## config.mk

```make
export PLATFORM = sky130hd
export DESIGN_NAME = dmem_arbiter
export DESIGN_NICKNAME = d
export VERILOG_FILES = /design/src/rtl/dmem_arb_pkg.sv /design/src/rtl/arb_wait_cnt.sv /design/src/rtl/dmem_arbiter.sv
export SDC_FILE = /design/constraint.sdc
export NUM_CORES = 1
export LEC_CHECK = 0
export ABC_CLOCK_PERIOD_IN_PS = 2250
export CAP_MARGIN = 20
export CORE_MARGIN = 2
export CORE_UTILIZATION = 29
export DETAILED_ROUTE_END_ITERATION = 8
export HOLD_SLACK_MARGIN = 0.12
export MAX_ROUTING_LAYER = met4
export PLACE_DENSITY_LB_ADDON = 0.25
export SLEW_MARGIN = 25
export SYNTH_ARGS = -nofsm -noshare
export SYNTH_HDL_FRONTEND = slang
export SYNTH_HIERARCHICAL = 1
export SYNTH_SLANG_ARGS = --single-unit
export TNS_END_PERCENT = 100
```

## constraint.sdc

```tcl
create_clock -name clk -period 2.25 [get_ports clk]
set_clock_uncertainty 0.15 [all_clocks]
set_input_delay 0.3375 -clock clk [delete_from_list [all_inputs] [get_ports clk]]
set_output_delay 0.3375 -clock clk [all_outputs]
set_load 0.02 [all_outputs]
```

## src/rtl/dmem_arb_pkg.sv

```systemverilog
// Shared encodings for the data-memory arbiter: grant owner, FSM state,
// and the width of the starvation counter.
package dmem_arb_pkg;
  typedef enum logic [1:0] {
    GNT_NONE = 2'd0,
    GNT_CPU  = 2'd1,
    GNT_USR  = 2'd2
  } gnt_e;

  typedef enum logic {
    ST_ARB      = 1'b0,
    ST_USR_DONE = 1'b1
  } state_e;

  // clog2(max+1) with a floor of one bit so MAX_WAIT=0 still has a counter.
  function automatic int cnt_w(input int max);
    return (max < 1) ? 1 : $clog2(max + 1);
  endfunction
endpackage

```

## src/rtl/arb_wait_cnt.sv

```systemverilog
// Saturating count of user arbitration cycles lost to the CPU.
module arb_wait_cnt
  import dmem_arb_pkg::*;
#(
  parameter int MAX_WAIT = 4,
  parameter int W        = cnt_w(MAX_WAIT)
) (
  input  logic         clk,
  input  logic         rst,
  input  logic         inc,
  input  logic         clr,
  output logic [W-1:0] cnt,
  output logic         sat
);
  assign sat = (cnt == W'(MAX_WAIT));

  always_ff @(posedge clk or posedge rst) begin
    if (rst)              cnt <= '0;
    else if (clr)         cnt <= '0;
    else if (inc && !sat) cnt <= cnt + W'(1);
  end
endmodule

```

## src/rtl/dmem_arbiter.sv

```systemverilog
// Single-port data memory shared by the CPU load/store path and the user port.
// CPU wins by default; the user is forced through after MAX_WAIT lost cycles.
module dmem_arbiter
  import dmem_arb_pkg::*;
#(
  parameter int AW       = 8,
  parameter int DW       = 32,
  parameter int MAX_WAIT = 4
) (
  input  logic          clk,
  input  logic          rst,
  input  logic          cpu_req,
  input  logic          cpu_we,
  input  logic [AW-1:0] cpu_addr,
  input  logic [DW-1:0] cpu_wdata,
  output logic [DW-1:0] cpu_rdata,
  output logic          cpu_stall,
  input  logic          usr_req,
  input  logic          usr_we,
  input  logic [AW-1:0] usr_addr,
  input  logic [DW-1:0] usr_wdata,
  output logic [DW-1:0] usr_rdata,
  output logic          usr_ack,
  output logic          mem_we,
  output logic [AW-1:0] mem_addr,
  output logic [DW-1:0] mem_wdata,
  input  logic [DW-1:0] mem_rdata
);
  localparam int CW = cnt_w(MAX_WAIT);

  state_e        state;
  gnt_e          gnt;
  logic [CW-1:0] wait_cnt;
  logic          wait_sat;
  logic          wait_inc;
  logic          wait_clr;
  logic          mux_we;

  // The user is never eligible in USR_DONE, so an ack cannot be re-issued back to back.
  always_comb begin
    gnt = GNT_NONE;
    if (state == ST_ARB && usr_req && (!cpu_req || wait_sat)) gnt = GNT_USR;
    else if (cpu_req)                                        gnt = GNT_CPU;
  end

  always_comb begin
    mux_we    = 1'b0;
    mem_addr  = '0;
    mem_wdata = '0;
    case (gnt)
      GNT_CPU: begin
        mux_we    = cpu_we;
        mem_addr  = cpu_addr;
        mem_wdata = cpu_wdata;
      end
      GNT_USR: begin
        mux_we    = usr_we;
        mem_addr  = usr_addr;
        mem_wdata = usr_wdata;
      end
      default: ;
    endcase
  end

  // Gate the write strobe with reset so nothing commits while the block is held.
  assign mem_we    = mux_we && !rst;
  assign cpu_rdata = (gnt == GNT_CPU) ? mem_rdata : '0;
  assign cpu_stall = cpu_req && (gnt != GNT_CPU);

  assign wait_inc = (state == ST_ARB) && usr_req && (gnt != GNT_USR);
  assign wait_clr = (gnt == GNT_USR);

  arb_wait_cnt #(
    .MAX_WAIT (MAX_WAIT),
    .W        (CW)
  ) u_wait_cnt (
    .clk (clk),
    .rst (rst),
    .inc (wait_inc),
    .clr (wait_clr),
    .cnt (wait_cnt),
    .sat (wait_sat)
  );

  always_ff @(posedge clk or posedge rst) begin
    if (rst) begin
      state     <= ST_ARB;
      usr_ack   <= 1'b0;
      usr_rdata <= '0;
    end else begin
      usr_ack <= 1'b0;
      case (state)
        ST_ARB: begin
          if (gnt == GNT_USR) begin
            state     <= ST_USR_DONE;
            usr_ack   <= 1'b1;
            usr_rdata <= mem_rdata;
          end
        end
        ST_USR_DONE: state <= ST_ARB;
        default:     state <= ST_ARB;
      endcase
    end
  end
endmodule

```

==> results of run 1 <==
[logic make-up (layout without fill, tap and decap cells)]
kind of cell / count (synthesis) / in the layout
fa+ha+maj: 2 / 2
mux: 35 / 35
compound gates: 44 / 44
flops: 36 / 36
simple gates: 46 / 54
buf+inv: 25 / 259
[stage by stage]
stage	area (sq um)	setup TNS, ns	std cells	util [%]	hold WS [ns]
floorplan	2180	0	188	-	-0.0589
global placement	4500	-29.47	503	62.0	0.316
detailed placement	4500	-31.00	503	62.0	0.325
CTS	4660	-6.41	519	64.3	0.341
global route	5090	-12.30	529	70.2	0.376
finish	5090	-6.66	529	70.2	0.336
[layout make-up]
class,instances,area [sq um]
timing repair buffer,246,2590
fill,537,2160
multi-input combinational,135,1370
sequential,36,901
tap,99,124
clock buffer,8,90.1
inverter,5,21.3
[what timing repair did]
item / in CTS / in global routing
setup buffers: 2 / 3
gates resized for setup: 309 / 185
cloned: 5 / 8
pin swaps: 1 / 24
endpoints found under the hold margin: 3 / 0
hold buffers: 1 / 0
setup endpoints to repair: 104 / 105
[cells in the final DEF, fill, tap and decap left out, types with 2 or more instances in the layout]
cell,instances
a22o_1,40
buf_2,2
buf_6,73
clkbuf_1,2
a21oi_1,2
dfrtp_1,36
inv_1,4
clkbuf_8,6
clkbuf_16,3
nand3b_4,2
buf_8,2
buf_12,2
mux2_2,25
clkdlybuf4s50_1,149
nand2b_1,2
mux2_1,7
buf_4,13
and2_4,10
and3_4,32
[report_power, final]
group | switching [W] | leakage, nW | internal [W]
Sequential | 0.0000800 | 0.426 | 0.000805
Clock | 0.000212 | 0.0455 | 0.000250
Combinational | 0.000734 | 1.80 | 0.000956
Total | 0.00103 | 2.27 | 0.00201
[flip-flops by register name, indices dropped and copies added, names as in the netlist]
name / cells
usr_rdata: 32
u_wait_cnt/cnt: 3
state: 1
[worst max-delay path by stage]
| stage | from | endpoint | slack, ns |
|---|---|---|---|
| 6_report | u_wait_cnt/cnt[1] | mem_wdata[29] | -0.17 |
| 2_1_floorplan | u_wait_cnt/cnt[0] | mem_we | 0.07 |
| 3_3_place_gp | usr_req | mem_wdata[29] | -0.41 |
| 5_1_grt | u_wait_cnt/cnt[0] | mem_wdata[19] | -0.24 |
| 4_1_cts | u_wait_cnt/cnt[0] | mem_wdata[13] | -0.17 |
| 3_5_place_dp | usr_req | mem_wdata[29] | -0.43 |
[per-layer routing]
layer / track usage [%] / routed length, microns
met4: 7.05 / 303
met2: 39.7 / 5430
met5: - / 0
met1: 23.0 / 3770
met3: 6.09 / 751
==> flow_summary_export.csv, run 1 <==
group,metric,value,unit
run_status,status,"finished, violations left",
run_status,violations,"setup timing",
cts,path_clk_slew,0.07,ns
detailed_routing,drc_errors,0,
setup_path,slowest_stage,"dfrtp_1",
detailed_routing,dr.pass1.iters,4,
setup_path,r2r-start,"u_wait_cnt/cnt[1]",
synthesis,synth_cell_types,30,
detailed_routing,num_vias,2647,
floorplanning,initial_core_util,30.0,%
floorplanning,fp.coreArea,7250,sq um
detailed_routing,vias_per_cell,5.00,
pwr,power.density,596,nW/um^2
synthesis,synth-edff-count,0,
global_route,grt_max_degree,37,
hold_path,min_path_type,"reg2reg",
place,place.gp.congestion,0.880,
synthesis,ys_ff_latch,36,
finish,syn_to_final_growth,134,%
synthesis,seq_area_frac_synth,41.4,%
synthesis,syn_inst,188,
sta,rsz0062_at_grt,"true",
synthesis,synth_common_cells,"40 x a22o_1, 36 x dfrtp_1, 32 x and3_1",
synthesis,synth_mux_area_share,18.2,%
floorplanning,ios,225,
synthesis,synthTopCellsByArea,"dfrtp_1 41%, a22o_1 16%, mux2_2 13%",
global_route,antenna_found_initial,0,
sta,setup_viol,67,
sta,finalCriticalPeriod,2.42,ns
setup_path,crit_family,"simple AND/OR/NAND/NOR gates",
setup_path,r2r_setup_slack,0.11,ns
detailed_routing,wire_per_inst,19.4,microns
synthesis,ys_warn_count,6,
setup_path,arrival,1.93,ns
finish,drive_above_1_share,41.2,%
setup_path,path_class,"reg2out",
finish,diodes,0,
cts,cts_tree,"built",
detailed_routing,drt.antenna.violating_nets,0,
detailed_routing,wl,10300,microns
floorplanning,die-height,90.6,microns
pwr,p_total,0.00304,W
cts,ctsRootBufferMaster,"clkbuf_8",
global_route,grt_pass1_wl,13800,microns
sta,fmax,0.414,GHz
run,cap_violations,0,
synthesis,synth_compound_area_share,17.5,%
floorplanning,die_area,8210,sq um
synthesis,synth-main-ff-cell,"dfrtp_1",
setup_path,cp-start-kind,"flip-flop",
synthesis,synth.top_cell.area_share,41.4,%
finish,nNetsFinal,549,
setup_path,critPathBufInv,3,
synthesis,yosys.area.top_type,"dfrtp_1",
place,preCtsSetupSlack,-0.429,ns
global_route,grt_usage,21.9,%
setup_path,path_max_fanout,6,
setup_path,r2r-end,"usr_rdata[5]",
hold_path,whs_endpoint,"usr_rdata[28]",
pwr,vdd_drop_max,430,uV
synthesis,synth_area,2180,sq um
place,place_hpwl,7000,microns
setup_path,crit_path_cell_trace,"inv_1, ha_2, and2_4, buf_4, nand3b_4, and2_4, a22o_1, buf_6",
synthesis,synth_fa_ha_area_share,1.15,%
floorplanning,die_w,90.6,microns
synthesis,synthArstFlopShare,100,%
sta,setup_ws,-0.168,ns
synthesis,syn-num-nets,308,
sta,tightest_slew,0.502,ns
hold_path,holdPathStages,1,
cts,htreeDepth,2,
global_route,grt_pass1_vias,2548,
sta,finalHoldViolCount,0,
global_route,grt_overflow,0,
setup_path,r2r_cells,8,
setup_path,cp-end-kind,"primary output",
cts,cts.sinks,36,
setup_path,critPathRequiredTime,1.76,ns
pwr,p_leak,2.27,nW
synthesis,synth_top_family_by_area,"multiplexers",
sta,maxSlewViolCount,0,
setup_path,cp_common_cell,"and2_4",
synthesis,synth-xor-area-share,0,%
cts,max-clock-path-buffers,2,
place,portBuffers,224,
synthesis,synth.avg_cell_area,11.6,sq um
cts,clkLatencyLatePin,0.28,ns
floorplanning,rows,31,
sta,max-slew-margin-rel,66.5,%
detailed_routing,drtIter0Drc,45,
sta,period_share,107,%
hold_path,worstHoldStart,"usr_rdata[28]",
synthesis,yosys.area_share.simple,13.8,%
cts,cts_made_buffers,5,
synthesis,yosysMostFrequentCell,"a22o_1",
setup_path,cpPeakStageDelay,0.39,ns
setup_path,cp.depth,8,
No activity file was read; power rests on OpenSTA's default activity.
==> run 2: changes to the inputs <==
--- a/config.mk
+++ b/config.mk
@@ -7,7 +7,7 @@
 export LEC_CHECK = 0
 export ABC_CLOCK_PERIOD_IN_PS = 2250
 export CAP_MARGIN = 20
-export CORE_MARGIN = 2
+export CORE_MARGIN = 5
 export CORE_UTILIZATION = 29
 export DETAILED_ROUTE_END_ITERATION = 8
 export HOLD_SLACK_MARGIN = 0.12
==> flow_summary_export.csv, run 2 (synthesized netlist as in run 1, its figures left out) <==
group,metric,value,unit
floorplanning,rows,31,
finish,drive_above_1_share,34.0,%
setup_path,path_max_fanout,8,
setup_path,r2r_cells,10,
global_route,antenna_found_initial,1,
finish,reg_top3,"usr_rdata: 32 flops, u_wait_cnt/cnt: 3 flops, state: 1 flops",
place,place.gp.congestion,0.907,
sta,fmax,0.420,GHz
setup_path,r2r_setup_slack,0.06,ns
detailed_routing,num_vias,2520,
pwr,p_leak,2.20,nW
detailed_routing,drt.antenna.violating_nets,0,
sta,tightest_slew,0.421,ns
finish,largest_register,"usr_rdata",
global_route,busiest_layer,"met2",
place,dp_cells,508,
pwr,comb_power_share,54.3,%
pwr,switchingPower,0.00100,W
cts,cts_hold_buf,0,
setup_path,cp-start-kind,"flip-flop",
place,postPlaceCellArea,4550,sq um
pwr,vdd_drop_max,482,uV
cts,max-clock-path-buffers,2,
setup_path,crit_start,"u_wait_cnt/cnt[1]",
finish,final_common_cell,"clkdlybuf4s50_1",
setup_path,cp-end-kind,"primary output",
sta,maxSlewViolCount,0,
floorplanning,die_area,9340,sq um
detailed_routing,dr.pass1.iters,4,
cts,cts_made_buffers,5,
finish,syn_to_final_growth,121,%
detailed_routing,drtIter0Drc,36,
cts,clkLatencyLatePin,0.28,ns
setup_path,arrival,1.89,ns
cts,htreeDepth,2,
setup_path,path_class,"reg2out",
setup_path,cp-endpoint,"mem_wdata[27]",
global_route,grt_overflow,0,
finish,nNetsFinal,548,
setup_path,r2r-end,"usr_rdata[8]",
place,portBuffers,224,
setup_path,critPathRequiredTime,1.76,ns
floorplanning,die_w,96.6,microns
cts,path_clk_slew,0.07,ns
floorplanning,die-height,96.6,microns
run_status,violations,"setup timing",
pwr,p_seq_share,30.0,%
detailed_routing,wire_per_inst,19.4,microns
sta,setup_viol,58,
detailed_routing,vias_per_cell,4.76,
sta,setup_ws,-0.132,ns
detailed_routing,wl,10300,microns
pwr,power.density,615,nW/um^2
detailed_routing,drc_errors,0,
cts,cts_tree,"built",
pwr,internal_power,0.00195,W
global_route,grt_pass1_vias,2619,
finish,final_cell_mix,"150 x clkdlybuf4s50_1, 40 x a22o_1, 36 x dfrtp_1, 35 x buf_4, 32 x and3_1",
cts,cts.sinks,36,
setup_path,r2r-start,"u_wait_cnt/cnt[1]",
pwr,p_clk_share,15.8,%
global_route,met3_usage,5.54,%
sta,max-slew-margin-rel,71.9,%
floorplanning,fp.coreArea,7290,sq um
hold_path,min_path_type,"in2async",
sta,rsz0062_at_grt,"true",
global_route,grt_usage,20.8,%
global_route,grt_max_degree,34,
sta,finalHoldViolCount,0,
floorplanning,initial_core_util,29.8,%
sta,period_share,106,%
finish,final_util,65.8,%
global_route,gr-usage-met2,35.9,%
place,place_hpwl,7780,microns
pwr,power.share.switching,33.9,%
sta,finalCriticalPeriod,2.38,ns
run_status,status,"finished, violations left",
finish,finalInstanceArea,4800,sq um
floorplanning,ios,225,
finish,largest_reg_flops,32,
sta,fin_hold_ws,0.125,ns
cts,ctsRootBufferMaster,"clkbuf_8",
finish,finalNonFillerCells,529,
global_route,grt_use_met1,23.5,%
run,cap_violations,0,
global_route,grt_pass1_wl,15200,microns
## run 2: changes by cell type in the layout (fill, tap and decap cells not counted), sizes merged
cell           change
clkinvlp           +1
buf               -18
nand3b             -1
dlygate4sd3        -1
dlymetal6s2s       -1
clkdlybuf4s15     +16
and2               -7
clkbuf             +9
diode              +1
clkdlybuf4s50      +1
## run 2: critical path, cell delays in order, from the launching register on
cell and delay [ns]:
dfrtp_1 0.39, inv_1 0.06, ha_2 0.17, and2_4 0.18
inv_4 0.04, a21oi_4 0.15, buf_4 0.17, clkbuf_16 0.15
a22o_1 0.15, buf_4 0.14
## run 2: power groups by stage
| stage | Combinational [W] | Clock [W] | Sequential [W] |
|---|---|---|---|
| 2_1_floorplan | 0.000543 | 0 | 0.00107 |
| 3_3_place_gp | 0.00152 | 0 | 0.000884 |
| 3_5_place_dp | 0.00155 | 0 | 0.000894 |
| 4_1_cts | 0.00155 | 0.000482 | 0.000885 |
| 5_1_grt | 0.00170 | 0.000505 | 0.000909 |
| 6_report | 0.00160 | 0.000466 | 0.000884 |
## run 2: layer usage
metal | routed length, microns | vias to the layer above
met5 | 0 | -
met4 | 201 | 0
met3 | 661 | 10
met2 | 5370 | 129
met1 | 4060 | 1201
li1 | - | 1180
## run 2: final cells by class
cell class	instances	area (sq um)
antenna	1	2.50
clock inverter	1	7.51
tap	99	124
inverter	5	21.3
clock buffer	7	86.3
multi-input combinational	127	1130
fill	605	2490
sequential	36	901
timing repair buffer	253	2530
## run 2: worst min path at each step
stage / from / endpoint / slack (ns)
floorplan: rst / u_wait_cnt/cnt[0] / -0.06
global placement: usr_rdata[29] / usr_rdata[29] / 0.32
detailed placement: usr_rdata[30] / usr_rdata[30] / 0.32
CTS: rst / u_wait_cnt/cnt[0] / 0.13
global route: rst / u_wait_cnt/cnt[0] / 0.15
finish: rst / u_wait_cnt/cnt[0] / 0.12
## run 2: stage by stage
step	power, W	worst slack [ns]	setup TNS [ns]
6_report	0.00295	-0.132	-4.76
5_1_grt	0.00311	-0.224	-10.36
4_1_cts	0.00292	-0.141	-7.62
3_5_place_dp	0.00244	-0.422	-27.07
3_3_place_gp	0.00241	-0.376	-24.56
2_1_floorplan	0.00161	0.0737	0
## run 2: timing repair
action,4_1_cts,5_1_grt
pin swaps,3,6
setup endpoints to repair,74,104
gates resized for setup,302,53
gates cloned,1,5
setup buffers,4,5
==> RTL change 1: new RTL, config.mk and constraints of run 1 <==
`AW`: 8 -> 9.
--- a/src/rtl/dmem_arbiter.sv
+++ b/src/rtl/dmem_arbiter.sv
@@ -4,5 +4,5 @@
   import dmem_arb_pkg::*;
 #(
-  parameter int AW       = 8,
+  parameter int AW       = 9,
   parameter int DW       = 32,
   parameter int MAX_WAIT = 4
Ports: changed (resized cpu_addr, mem_addr and usr_addr); port bits go from 225 to 228. No check against the original RTL was run, so the function may have changed too.
==> RTL change 1 against run 1 <==
The run still ends with negative setup slack left. Critical path depth up 1. Die area up 0.39%. Cell area up 4.1%. Via count down 1.8%. Setup slack better by 0.049 ns. Total power up 3.3%. Sequential cell count unchanged. Routed wire length up 0.40%. Synthesized area up 0.40%. Utilization up 2.5 points. Worst hold slack worse by 0.18 ns. Critical endpoint is now mem_we. Highest routed layer unchanged.
==> RTL change 1: results (changes against run 1) <==
grt:
  grt_max_degree: 34  # was 37
  grt.met3_usage_pct: 5.76  # was 6.09%
  grt_pass1_wl_um: 14200  # was 13,800 µm
  grt_usage_pct: 22.4  # was 21.9%
  groute.layer.met2.usage_pct: 41.5  # was 39.7%
  use_met1_pct: 23.9  # was 23.0%
power:
  irDropWorstVdd_mv: 0.387  # was 0.430 mV
  p_seq_uw: 888  # was 885 µW
  p_sw_uw: 1090  # was 1030 µW
  powerComb_uw: 1780  # was 1690 µW
  p_leak_uw: 0.00234  # was 0.00227 µW
sta:
  tightestPinTransition_ns: 0.419  # was 0.502 ns
  setup_viol: 49  # was 67
  setup_slack_ns: -0.120  # was -0.168 ns
place:
  gp_congestion: 0.790  # was 0.880
  dpl_cell_area_mm2: 0.00461  # was 0.00450 mm²
  dpl.cell_count: 514  # was 503
  hpwl_um: 7150  # was 7000 µm
  io_buffers: 227  # was 224
outcome:
  outcome: "finished, violations left"  # unchanged
  violations: "negative setup slack"  # unchanged
yosys:
  synthTopCellsByCount: "41 x a22o_1, 36 x dfrtp_1, 32 x and3_1"  # was 40 x a22o_1, 36 x dfrtp_1, 32 x and3_1
  yosysSeqAreaShare_pct: 41.2  # was 41.4%
  avgSynthCellArea_um2: 11.6  # about the same
  synth.net_count: 311  # was 308
  synth.area.top_cells: "dfrtp_1 41%, a22o_1 16%, mux2_2 14%"  # was dfrtp_1 41%, a22o_1 16%, mux2_2 13%
cells_and_area:
  num-nonclk-buffers: 264  # was 246
  final_cells: 540  # was 529
  register_area_um2: 901  # unchanged
  fillCellCount: 545  # was 537
  drive_above_1_share_pct: 43.5  # was 41.2%
  multi_input_gates: 128  # was 135
  bufAreaShareNonClock_pct: 54.1  # was 50.8%
  clock_area_share_pct: 1.70  # was 1.77%
  multi_input_area_mm2: 0.00130  # was 0.00137 mm²
  num-nets-final: 562  # was 549
  flops_and_latches: 36  # unchanged
  largest_registers: "usr_rdata: 32 flops, u_wait_cnt/cnt: 3 flops, state: 1 flops"  # unchanged
  n_clock_buffer: 5  # was 8
setup_path:
  critPathMaxFanout: 5  # was 6
  r2r-end: "usr_rdata[10]$_DFFE_PP0P_"  # was usr_rdata[5]$_DFFE_PP0P_
  cp-endpoint: "mem_we"  # was mem_wdata[29]
  crit_family: "buffers and inverters"  # was simple AND/OR/NAND/NOR gates
  worst-endpoint-arrival_ns: 1.88  # was 1.93 ns
routing:
  wl_met1_um: 3890  # was 3770 µm
  routed_wl_um: 10300  # about the same
  wl_met2_um: 5560  # was 5430 µm
  wl_met3_um: 751  # unchanged
  num_vias: 2600  # was 2,647
  drt_iter0_markers: 55  # was 45
clock_tree:
  post_cts_buffers: 7  # was 2
  cts-root-buf: "clkbuf_8"  # unchanged
die:
  die_width_um: 90.8  # was 90.6 µm
hold_path:
  hp-class: "input pin to asynchronous set/reset pin"  # was flip-flop to flip-flop
## RTL change 1: through the flow
step,setup WS (ns),hold slack [ns],util (%),total power (µW),setup TNS (ns)
floorplan,0.0714,-0.0589,-,1620,0
global placement,-0.436,0.319,63.2,2410,-24.71
detailed placement,-0.430,0.332,63.2,2440,-25.32
CTS,-0.173,0.162,64.3,2980,-5.98
global route,-0.206,0.155,72.8,3300,-8.52
finish,-0.120,0.158,72.8,3140,-3.67
## RTL change 1: cell families (layout without fill, tap and decap cells)
| family | after synthesis | after routing | share of synthesized area, % |
|---|---|---|---|
| and+or+nand+nor | 46 | 46 | 13.4 |
| DFF | 36 | 36 | 41.2 |
| buffers and inverters | 25 | 277 | 8.30 |
| AOI/OAI and AO/OA | 45 | 45 | 17.8 |
| muxes | 35 | 35 | 18.1 |
| adders and majority gates | 2 | 2 | 1.15 |
==> RTL change 2: new RTL, settings of run 1 <==
Made on the original files. Compare `cnt` against `W'(MAX_WAIT)` with >= in place of ==.
--- a/src/rtl/arb_wait_cnt.sv
+++ b/src/rtl/arb_wait_cnt.sv
@@ -13,5 +13,5 @@
   output logic         sat
 );
-  assign sat = (cnt == W'(MAX_WAIT));
+  assign sat = (cnt >= W'(MAX_WAIT));
 
   always_ff @(posedge clk or posedge rst) begin
Function: same outputs for any inputs over 10 cycles, from zero or initial values and one cycle with rst high; that may be too few to reach the edited logic, so the function may still have changed.
==> RTL change 2 against run 1 <==
Setup slack improved by 0.28 ns. Largest power group unchanged. Total power decreased by 10%. Critical path depth decreased by 3. Synthesized area decreased by 0.69%. Routed wire length decreased by 14%. Cell area decreased by 14%. Sequential cell count unchanged. Clock power decreased by 6.9%. Combinational power decreased by 17%.
==> RTL change 2: results (changes against run 1) <==
place:
  gp_congestion: 0.867  # was 0.880
  hpwl_um: 6760  # was 7000 µm
  dpl_cell_area_mm2: 0.00446  # was 0.00450 mm²
setup_path:
  worst-endpoint-arrival_ns: 1.65  # was 1.93 ns
  r2r-start: "state$_DFF_PP0_"  # was u_wait_cnt/cnt[1]$_DFFE_PP0P_
  slowest_delay_ns: 0.40
  cp-endpoint: "mem_wdata[0]"  # was mem_wdata[29]
  critPathMaxFanout: 17  # was 6
  path_class: "flip-flop to output port"  # unchanged
  slowest_stage: "dfrtp_1"  # unchanged
  r2r-end: "usr_rdata[4]$_DFFE_PP0P_"  # was usr_rdata[5]$_DFFE_PP0P_
  crit_family: "buffers and inverters"  # was simple AND/OR/NAND/NOR gates
  worstRegToRegCells: 6  # was 8
  r2r_setup_slack_ns: 0.16  # was 0.11 ns
cells_and_area:
  antennaDiodeCount: 0  # unchanged
  num-nets-final: 531  # was 549
  fillCellCount: 639  # was 537
  largest_registers: "usr_rdata: 32 flops, u_wait_cnt/cnt: 3 flops, state: 1 flops"  # unchanged
  drive_above_1_share_pct: 22.9  # was 41.2%
hold_path:
  min_path_cells: 1  # unchanged
  hp-class: "flip-flop to flip-flop"  # unchanged
  worst_hold_startpoint: "usr_rdata[29]$_DFFE_PP0P_"  # was usr_rdata[28]$_DFFE_PP0P_
  hold_path_end: "usr_rdata[29]$_DFFE_PP0P_"  # was usr_rdata[28]$_DFFE_PP0P_
yosys:
  yosysUniqueCellTypes: 29  # was 30
  synthArstFlopShare_pct: 100  # unchanged
  synthTopCellsByCount: "40 x a22o_1, 36 x dfrtp_1, 32 x and3_1"  # unchanged
  synth.area.top_cells: "dfrtp_1 42%, a22o_1 16%, mux2_2 13%"  # was dfrtp_1 41%, a22o_1 16%, mux2_2 13%
  yosysSeqAreaShare_pct: 41.7  # was 41.4%
  yosys_warnings: 6  # unchanged
  synth.net_count: 306  # was 308
  synth_top_flop_cell: "dfrtp_1"  # unchanged
clock_tree:
  cts-htree-levels: 2  # unchanged
  worstSkewPairLatency_ns: 0.28  # about the same
  cts-resized-gates: 128  # was 309
  cts_made_buffers: 5  # unchanged
  cts_hold_buffers: 1  # unchanged
routing:
  drt_iter0_markers: 80  # was 45
  routed_wl_um: 8870  # was 10,300 µm
  via_per_inst: 4.81  # was 5.00
sta:
  setup_viol: 0  # was 67
  tightestPinTransition_ns: 0.429  # was 0.502 ns
grt:
  grt_max_degree: 34  # was 37
  grt_pass1_wl_um: 13400  # was 13,800 µm
  grt_usage_pct: 21.3  # was 21.9%
power:
  p_seq_uw: 894  # was 885 µW
  p_sw_uw: 963  # was 1030 µW
  p_leak_uw: 0.00211  # was 0.00227 µW
  p_comb_share_pct: 51.5  # was 55.6%
  powerDensity_mw_per_mm2: 625  # was 596 mW/mm²
  irDropWorstVdd_mv: 0.411  # was 0.430 mV
outcome:
  outcome: "finished clean"  # was finished, violations left
[RTL change 2: cell types whose count changed after synthesis]
| cell | run 1 | this run |
|---|---|---|
| a21boi_2 | 1 | 0 |
| and4b_1 | 1 | 0 |
| o31ai_1 | 0 | 1 |
| nand4bb_1 | 0 | 1 |
| mux2i_1 | 2 | 1 |
| nand2b_1 | 2 | 0 |
| nor2_1 | 1 | 2 |
| nor3_1 | 1 | 0 |
| clkbuf_1 | 6 | 7 |
| and2_1 | 2 | 1 |
| nor2b_4 | 0 | 1 |
[RTL change 2: area by class of cell]
class                   instances  area [µm²]  area share, %
well taps                      99         124           2.83
multi-input cells             125        1110           25.3
inverters                       5        18.8          0.429
flip-flops and latches         36         901           20.6
clock buffers                   6        72.6           1.66
repair buffers                238        2140           49.0
clock inverters                 1        5.00          0.115
[RTL change 2: cells by family after synthesis]
family                     Yosys count  synth area share, %
adders and majority gates            2                 1.16
buffers and inverters               26                 8.22
and+or+nand+nor                     44                 13.7
AOI/OAI and AO/OA                   44                 17.4
DFF                                 36                 41.7
muxes                               34                 17.8
[RTL change 2: metrics by stage]
step | util (%) | TNS, ns | hold slack, ns | worst slack [ns] | cells
2_1_floorplan | - | 0 | -0.0589 | 0.170 | 186
3_3_place_gp | 61.5 | -28.14 | 0.316 | -0.392 | 498
3_5_place_dp | 61.5 | -29.68 | 0.329 | -0.424 | 498
4_1_cts | 63.0 | 0 | 0.346 | 0.0000402 | 510
5_1_grt | 60.3 | 0 | 0.367 | 0.0334 | 510
6_report | 60.3 | 0 | 0.338 | 0.115 | 510
[RTL change 2: metal layers]
layer	share of wire (%)	vias to the layer above	routed length, µm	global-route usage (%)
met3	8.0	8	708	5.84
met2	52	128	4620	38.9
met5	0	-	0	-
met1	39	1172	3440	22.9
li1	-	1145	-	-
met4	1.2	0	106	5.13
